--- src/rtl/spi_frame_ctrl_if.sv ---
// Signal bundle between the SPI frame controller and its conditioners / shift register.
// The master side drives the conditioned SPI inputs; the slave side is the controller.
interface spi_frame_ctrl_if #(
    parameter int DATA_W = 8
);
    logic              cs_n;
    logic              sclk_pos;
    logic              sclk_neg;
    logic [DATA_W-1:0] sr_pdata;
    logic              sr_load;
    logic [DATA_W-1:0] sr_load_data;
    logic              miso_oe;
    logic              busy;

    modport master (
        output cs_n, sclk_pos, sclk_neg, sr_pdata,
        input  sr_load, sr_load_data, miso_oe, busy
    );

    modport slave (
        input  cs_n, sclk_pos, sclk_neg, sr_pdata,
        output sr_load, sr_load_data, miso_oe, busy
    );
endinterface

--- src/rtl/spi_frame_ctrl.sv ---
// SPI slave frame controller: decodes {addr, rw} + data frames against a 2^ADDR_W x DATA_W
// register memory, and drives the shift register parallel load and MISO enable for reads.
module spi_frame_ctrl #(
    parameter int ADDR_W = 7,
    parameter int DATA_W = 8
) (
    input  logic            clk,
    input  logic            rst_n,
    spi_frame_ctrl_if.slave bus
);
    localparam int DEPTH = 1 << ADDR_W;

    typedef enum logic [3:0] {
        IDLE,
        GET_ADDR,
        LATCH,
        WRITE_GET,
        COMMIT,
        READ_WAIT,
        READ_LOAD,
        READ_SHIFT,
        DONE
    } state_t;

    state_t            state;
    state_t            state_nxt;
    logic [3:0]        cnt;
    logic [3:0]        cnt_nxt;
    logic [ADDR_W-1:0] addr;
    logic              addr_ld;
    logic              mem_we;
    logic [DATA_W-1:0] mem [DEPTH];

    always_ff @(posedge clk) begin
        if (!rst_n) begin
            state <= IDLE;
            cnt   <= '0;
            addr  <= '0;
        end else begin
            state <= state_nxt;
            cnt   <= cnt_nxt;
            if (addr_ld) begin
                addr <= bus.sr_pdata[ADDR_W:1];
            end
        end
    end

    // Counting phases leave on the registered count of 8, so the word from the last
    // sclk_pos has settled on sr_pdata before LATCH/COMMIT consume it.
    always_comb begin
        state_nxt = state;
        cnt_nxt   = cnt;
        addr_ld   = 1'b0;
        mem_we    = 1'b0;
        if (bus.cs_n) begin
            state_nxt = IDLE;
            cnt_nxt   = '0;
        end else begin
            unique case (state)
                IDLE: begin
                    state_nxt = GET_ADDR;
                    cnt_nxt   = bus.sclk_pos ? 4'd1 : 4'd0;
                end
                GET_ADDR: begin
                    if (cnt == 4'd8) begin
                        state_nxt = LATCH;
                    end else if (bus.sclk_pos) begin
                        cnt_nxt = cnt + 4'd1;
                    end
                end
                LATCH: begin
                    addr_ld   = 1'b1;
                    cnt_nxt   = '0;
                    state_nxt = bus.sr_pdata[0] ? READ_WAIT : WRITE_GET;
                end
                WRITE_GET: begin
                    if (cnt == 4'd8) begin
                        state_nxt = COMMIT;
                    end else if (bus.sclk_pos) begin
                        cnt_nxt = cnt + 4'd1;
                    end
                end
                COMMIT: begin
                    mem_we    = 1'b1;
                    state_nxt = DONE;
                end
                READ_WAIT: begin
                    if (bus.sclk_neg) begin
                        state_nxt = READ_LOAD;
                    end
                end
                READ_LOAD: begin
                    cnt_nxt   = '0;
                    state_nxt = READ_SHIFT;
                end
                READ_SHIFT: begin
                    if (cnt == 4'd8) begin
                        state_nxt = DONE;
                    end else if (bus.sclk_pos) begin
                        cnt_nxt = cnt + 4'd1;
                    end
                end
                DONE: begin
                    state_nxt = DONE;
                end
                default: begin
                    state_nxt = IDLE;
                    cnt_nxt   = '0;
                end
            endcase
        end
    end

    // Memory contents survive reset; only the write enable is qualified by it.
    always_ff @(posedge clk) begin
        if (rst_n && mem_we) begin
            mem[addr] <= bus.sr_pdata;
        end
    end

    assign bus.sr_load_data = mem[addr];
    assign bus.sr_load      = (state == READ_LOAD);
    assign bus.miso_oe      = (state == READ_LOAD) || (state == READ_SHIFT);
    assign bus.busy         = (state != IDLE);

endmodule

--- src/flat_wrapper.sv ---
// flat-port wrapper written by rule: the top's interface ports become plain ports
module spi_frame_ctrl_flat 
#(
    parameter int ADDR_W = 7,
    parameter int DATA_W = 8
)
  (clk, rst_n, bus_cs_n, bus_sclk_pos, bus_sclk_neg, bus_sr_pdata, bus_sr_load, bus_sr_load_data, bus_miso_oe, bus_busy);
  spi_frame_ctrl_if #(.DATA_W(DATA_W)) bus_i ();
  input  logic clk;
  input  logic rst_n;
  input wire logic [$bits(bus_i.cs_n)-1:0] bus_cs_n;
  input wire logic [$bits(bus_i.sclk_pos)-1:0] bus_sclk_pos;
  input wire logic [$bits(bus_i.sclk_neg)-1:0] bus_sclk_neg;
  input wire logic [$bits(bus_i.sr_pdata)-1:0] bus_sr_pdata;
  output wire logic [$bits(bus_i.sr_load)-1:0] bus_sr_load;
  output wire logic [$bits(bus_i.sr_load_data)-1:0] bus_sr_load_data;
  output wire logic [$bits(bus_i.miso_oe)-1:0] bus_miso_oe;
  output wire logic [$bits(bus_i.busy)-1:0] bus_busy;
  assign bus_i.cs_n = bus_cs_n;
  assign bus_i.sclk_pos = bus_sclk_pos;
  assign bus_i.sclk_neg = bus_sclk_neg;
  assign bus_i.sr_pdata = bus_sr_pdata;
  assign bus_sr_load = bus_i.sr_load;
  assign bus_sr_load_data = bus_i.sr_load_data;
  assign bus_miso_oe = bus_i.miso_oe;
  assign bus_busy = bus_i.busy;
  spi_frame_ctrl #(.ADDR_W(ADDR_W), .DATA_W(DATA_W)) u_core (.clk(clk), .rst_n(rst_n), .bus(bus_i));
endmodule
--- config.mk ---
export PLATFORM = sky130hd
export DESIGN_NAME = spi_frame_ctrl_flat
export DESIGN_NICKNAME = d
export VERILOG_FILES = /design/src/rtl/spi_frame_ctrl_if.sv /design/src/rtl/spi_frame_ctrl.sv /design/src/flat_wrapper.sv
export SDC_FILE = /design/constraint.sdc
export NUM_CORES = 1
export LEC_CHECK = 0
export ABC_AREA = 1
export BUFFER_PORTS_ARGS = -buffer_cell sky130_fd_sc_hd__buf_2
export CAP_MARGIN = 20
export CORE_MARGIN = 8
export CORE_UTILIZATION = 40
export DETAILED_ROUTE_END_ITERATION = 8
export SLEW_MARGIN = 30
export SYNTH_ARGS = -nofsm -noshare
export SYNTH_HDL_FRONTEND = slang
export SYNTH_SLANG_ARGS = --single-unit
export TNS_END_PERCENT = 5
--- constraint.sdc ---
create_clock -name clk -period 2 [get_ports clk]
set_input_delay 0.5 -clock clk [delete_from_list [all_inputs] [get_ports clk]]
set_output_delay 0.5 -clock clk [all_outputs]
set_load 0.005 [all_outputs]
After elaboration in Yosys (flattened, before gate mapping)
Memory sizes are Yosys's and may differ from the RTL's. A register that Yosys moved wholly into a read port is not among the register bits.
Index checks and enable logic that the tools add are counted.
- bits in registers: 15
- memory bits (writable): 1024
- input bits: 13
- logic and storage cells: 50
- memories kept: 1
- memory list (name ; words ; bits a word ; rd ports ; clocked after memory_dff ; write ports ; line ; text):
    u_core.mem ; 128 ; 8 ; 1 ; 1 ; 1 ; spi_frame_ctrl.sv:32 ; logic [DATA_W-1:0] mem [DEPTH];
- $add $sub $neg: 1
- equal/unequal tests: 15
- multiplexer cells: 18
- bitwise operators: 2
- reduce and logical (&&, ||, !) cells: 10
- operators with widths (kind ; number):
    4-bit case mux with 8 select lines ; 1
    4-bit 2-to-1 mux ; 6
    4-bit by 3-bit equality test with 1-bit output, second input constant ; 4
    7-bit 2-to-1 mux ; 2
    4-bit case mux with 3 select lines ; 1
    4-bit by 2-bit equality test with 1-bit output, second input constant ; 2
    4-bit equality test, second input constant ; 2
    2-bit by 1-bit != test with 1-bit output, second input constant ; 4
    1-bit 2-to-1 mux ; 7
    3-bit OR reduction ; 2
    4-bit by 1-bit adder with 4-bit output, second input constant ; 1
    4-bit by 1-bit equality test with 1-bit output, second input constant ; 1
    4-bit zero test ; 1
    2-bit != test, second input constant ; 2
    4-bit AND reduction ; 1
    4-bit nonzero test ; 1
    2-bit OR reduction ; 2
    3-bit 2-to-1 mux ; 1
    3-bit AND reduction ; 1
    1-bit inverter ; 2
    1-bit logical AND ; 1
    1-bit logical OR ; 1

Longest topological paths before layout
- word-level depth: 6
- gate-level depth with buffers: 14
- depth with buffers taken out: 12

Worst setup path before layout
No wires, ideal clock.
- path type: flip-flop to flip-flop
- start: register u_core.state[0]
- end: memory u_core.mem[39][0] (enable)
- library setup time: 0.370 ns
- arrival time: 1.633 ns
- slack: -0.003 ns
- stages on the path, launching flop included: 8
- clock period less this slack: 2.003 ns
- cells stage by stage: dfxtp_1 -> or2_4 -> nor2_4 -> nand2_4 -> nor2_8 -> nand3_4 -> buf_6 -> nor2_1
- cells in the longest elaborated chain, start to end: 6
- ends and longest elaborated chain (item ; line ; text):
    start: declaration ; spi_frame_ctrl.sv:25 ; state_t state;
    start signal: assignment ; spi_frame_ctrl.sv:40 ; state <= state_nxt;
    4-bit by 3-bit equality test with 1-bit output ; spi_frame_ctrl.sv:59 ; unique case (state)
    1-bit 2-to-1 mux ; spi_frame_ctrl.sv:59 ;
    1-bit 2-to-1 mux ; spi_frame_ctrl.sv:55 ; if (bus.cs_n) begin
    1-bit logical AND ; spi_frame_ctrl.sv:116 ; if (rst_n && mem_we) begin
    1-bit 2-to-1 mux ; spi_frame_ctrl.sv:116 ;
    1-bit 2-to-1 mux (not written as such) ; spi_frame_ctrl.sv:117 ; mem[addr] <= bus.sr_pdata;
    end: declaration ; spi_frame_ctrl.sv:32 ;
Every way passes these cells.

==> summary.md <==
| Metric | Value |
|---|---|
| Clock root buffer | clkbuf_16 |
| Hold Path Depth | 3 |
| Mapped Cells | roughly 3700 |
| Global-route wire length before repair | around 180000 um |
| Tmin final | 3.314 ns |
| Highest routed layer | met4 |
| M1 WL | 50150 um |
| Hold Crit Start | bus_sclk_pos |
| Fillers | slightly above 9000 |
| Psw | 9.592 mW |
| Synth top area share | 71.42% |
| Worst-Skew Late Latency | 0.68 ns |
| Reg-to-reg startpoint | u_core.state[2]$_SDFFE_PP0P_ |
| CTS tree | built |
| Worst r2r dst | u_core.mem[93][3]$_DFFE_PP_ |
| Core area | 0.1069 mm^2 |
| Worst Tran Pin Value | 0.6323 ns |
| Critical Path Slowest Stage Cell | dfxtp_4 |
| Vias in the first global route | about 28000 |
| Layout cell share with drive strength beyond 1 | 23.55% |
| Largest net degree at the start of global routing | 60 |
| Number of max-cap violations | 0 |
| Starting Density | roughly two fifths |
| Synthesis-to-layout area growth | 25.63% |
| Yosys warnings | 0 |
| Netlist Area Pre-Place | 0.04306 mm^2 |
| GRT Total Usage | 19.74% |
| Number of distinct library cells after synthesis | 32 |
| Most used cell, CP | nand3_2 |
| Number of synthesized register bits | 1046 |
| Max_slew headroom | between 50% and 60% |
| Largest cells by area after synthesis | edfxtp_1, nand3_1, nand2_1 |
| Tcrit/Tclk final | 165.7% |
| Cell Chain, Critical Path | buf_12 -> inv_16 -> buf_16 -> buf_12 -> buf_16 -> nand2_2 -> nand3_2 -> nand3_2 -> nand3_2 -> nand2_4 -> nand2_1 -> nand3_2 -> nand2_1 -> nand2_1 -> nand2_2 -> buf_6 |
| Final hold vios | 0 |
| Placed cell count | 5261 |
| DR vias/cell | 5.351 |
| Crit path max fanout | 12 |
| VDD IR max | roughly 0.00074 V |
| Via Count | ~30000 |
| Reg-to-reg setup timing slack | -0.09 ns |
| Fin util | 50.60% |
| Critical path's largest stage delay | 0.39 ns |
| Worst setup EP type | output port |
| Post-layout nets | 4036 |
| Failing checks | negative setup slack |
| Min setup slack post-route | -1.314 ns |
| WP data required | 1.50 ns |
| EDFF count, synth | 1024 |
| Chip width | 344.1 um |
| Combinational power share | 4.2% |
| Post-route insts no fill | 5511 |
| DR pass1 iterations | 6 |
| Total global routing overflow | 0 |
| RSZ-0062 raised after global routing | true |
| Top-count cell post-synth | nand2_1 |
| CTS Buffer Depth | 3 |
| Internal | roughly 35 mW |
| Reg area | 0.03121 mm^2 |
| Leak Pwr | 19.43 nW |
| Sink Count | 1046 |
| DRT Wirelength | 120900 um |
| Antenna Nets Post-Route | 0 |
| Run status | finished with violations |
| Die area | between 0.1 and 0.15 mm^2 |
| Num rows | 120 |
| Final GP Congestion | just under 0.9 |
| Cts bufs inserted | 103 |
| Synth async-reset ratio | 0% |
| Worst Hold End | u_core.cnt[0]$_SDFFE_PP0P_ |
| # DRC | 0 |
| Die H | 344.1 um |
| Routed met2 length | 58000 um |
| I/O Pins | 24 |
| DP HPWL | 73200 um |
| # setup viols final | 695 |
| Power Density | about 830 mW/mm^2 |
| Area of the multi-input gates | ~0.012 mm^2 |
| Cell taking the most area after synthesis | edfxtp_1 |
| HP Class | in -> reg |
| Layout Skew | 0.03941 ns |
| Htree depth | 3 |
| Detail Route met3 WL | around 9000 um |
| IO Port Bufs | 23 |
| Sequential share of power | 53.5% |
| Routed wire length per instance | around 22 um |
| Type of origin of the critical path | register |
| Final slew viol count | 0 |
| Worst r2r path cells | 11 |
| Sw Ratio | 21.32% |
| Worst-path clk slew | 0.06 ns |
| Syn_nets | 3676 |
| Worst EP arrival | 2.81 ns |
| Synth top cells by count | nand2_1, edfxtp_1, nand3_1, nor2_1, buf_2 |
| Syn_area_per_cell | 11.76 um^2 |
| Primary FF master, synth | edfxtp_1 |
| Antenna violations before repair | 0 |
| Seq/Total Area, Yosys | 72.44% |
| Clock power share | between 40% and 50% |
| Crit path kind | reg -> out |
| Drt initial violations | about 2800 |
| FMAX | 301.8 MHz |
## layout make-up
class	instances	area share [%]
Sequential cell	1046	57.70
Multi-Input combinational cell	2352	21.68
Timing Repair Buffer	485	10.88
Clock buffer	123	4.941
Tap cell	1403	3.245
Clock inverter	68	1.198
Inverter	32	0.3215
Timing Repair inverter	1	0.03007
Antenna cell	1	0.004626
## flip-flops by register name, indices dropped and copies added, names as in the netlist, named ones only
name          flops
u_core.cnt        4
u_core.state      4
u_core.mem     1024
u_core.addr       7
## critical path: cells and delay by family, from the launching register on
family / cells / cell delay [ns]
buf+inv: 6 / 0.84
simple gates: 10 / 0.86
flops: 1 / 0.39
## power groups by stage
stage	logic (mW)	registers [mW]	clock network, mW
after floorplan	0.617	24.5	0
after global placement	1.59	24.5	0
after detailed placement	1.60	24.5	0
after CTS	1.77	24.0	19.3
after global routing	1.98	24.0	20.1
final	1.87	24.1	19.1
## per-layer routing
metal	global-route usage [%]	up-vias
met5	0	-
met1	26.95	14480
met4	6.710	0
met3	2.927	178
met2	32.32	1189
li1	-	13640
## stage by stage
stage          total power, mW  hold slack, ns  setup TNS (ns)  worst slack, ns  area (um^2)
6_report                 44.99          0.1667          -28.03           -1.314        54090
2_1_floorplan            25.15          0.4693         -0.6170        -0.003475        43060
3_3_place_gp             26.11          0.4868          -14.77          -0.7906        47630
4_1_cts                  45.14          0.1250          -11.49           -1.273        52700
3_5_place_dp             26.12          0.4931          -19.94          -0.8057        47630
5_1_grt                  46.16          0.1633          -86.48           -1.373        54090
## logic make-up (layout without fill, tap and decap cells)
family / count (synthesis) / after routing / synth area share (%)
AOI/OAI and AO/OA: 29 / 29 / 0.3662
xor gates and xnor gates: 1 / 1 / 0.02035
adders and majority gates: 2 / 2 / 0.05811
buffers and inverters: 263 / 709 / 3.760
DFF: 1046 / 1046 / 72.44
other: 0 / 1 / 0
and+or+nand+nor: 2320 / 2320 / 23.35
## placed cells by master (no fill, tap or decap), drive strengths merged, types with 2 or more instances in the layout
cell type / netlist / layout
a21oi: 12 / 12
buf: 208 / 471
bufbuf: 0 / 7
bufinv: 0 / 9
clkbuf: 23 / 130
clkinv: 0 / 50
clkinvlp: 0 / 6
dfxtp: 22 / 22
edfxtp: 1024 / 1024
ha: 2 / 2
inv: 32 / 36
nand2: 1225 / 1225
nand3: 939 / 939
nor2: 150 / 150
nor3: 3 / 3
o211ai: 2 / 2
o21ai: 12 / 12
or2: 2 / 2
## repair_timing
action	CTS	global route
pin swaps	40	57
setup endpoints to repair	202	1039
hold buffers	0	0
gates resized for setup	269	264
setup buffers	19	14
cloned	18	7
## worst max path at each step
stage	to	slack, ns	cells after the start
final	bus_sr_load_data[0]	-1.31	16
after global routing	bus_sr_load_data[2]	-1.37	16
after CTS	bus_sr_load_data[0]	-1.27	16
after detailed placement	bus_sr_load_data[5]	-0.81	14
after global placement	bus_sr_load_data[5]	-0.79	14
after floorplan	u_core.mem[39][0]$_DFFE_PP_	-0.003	7
Note: power is estimated with default switching activity, not from simulation.
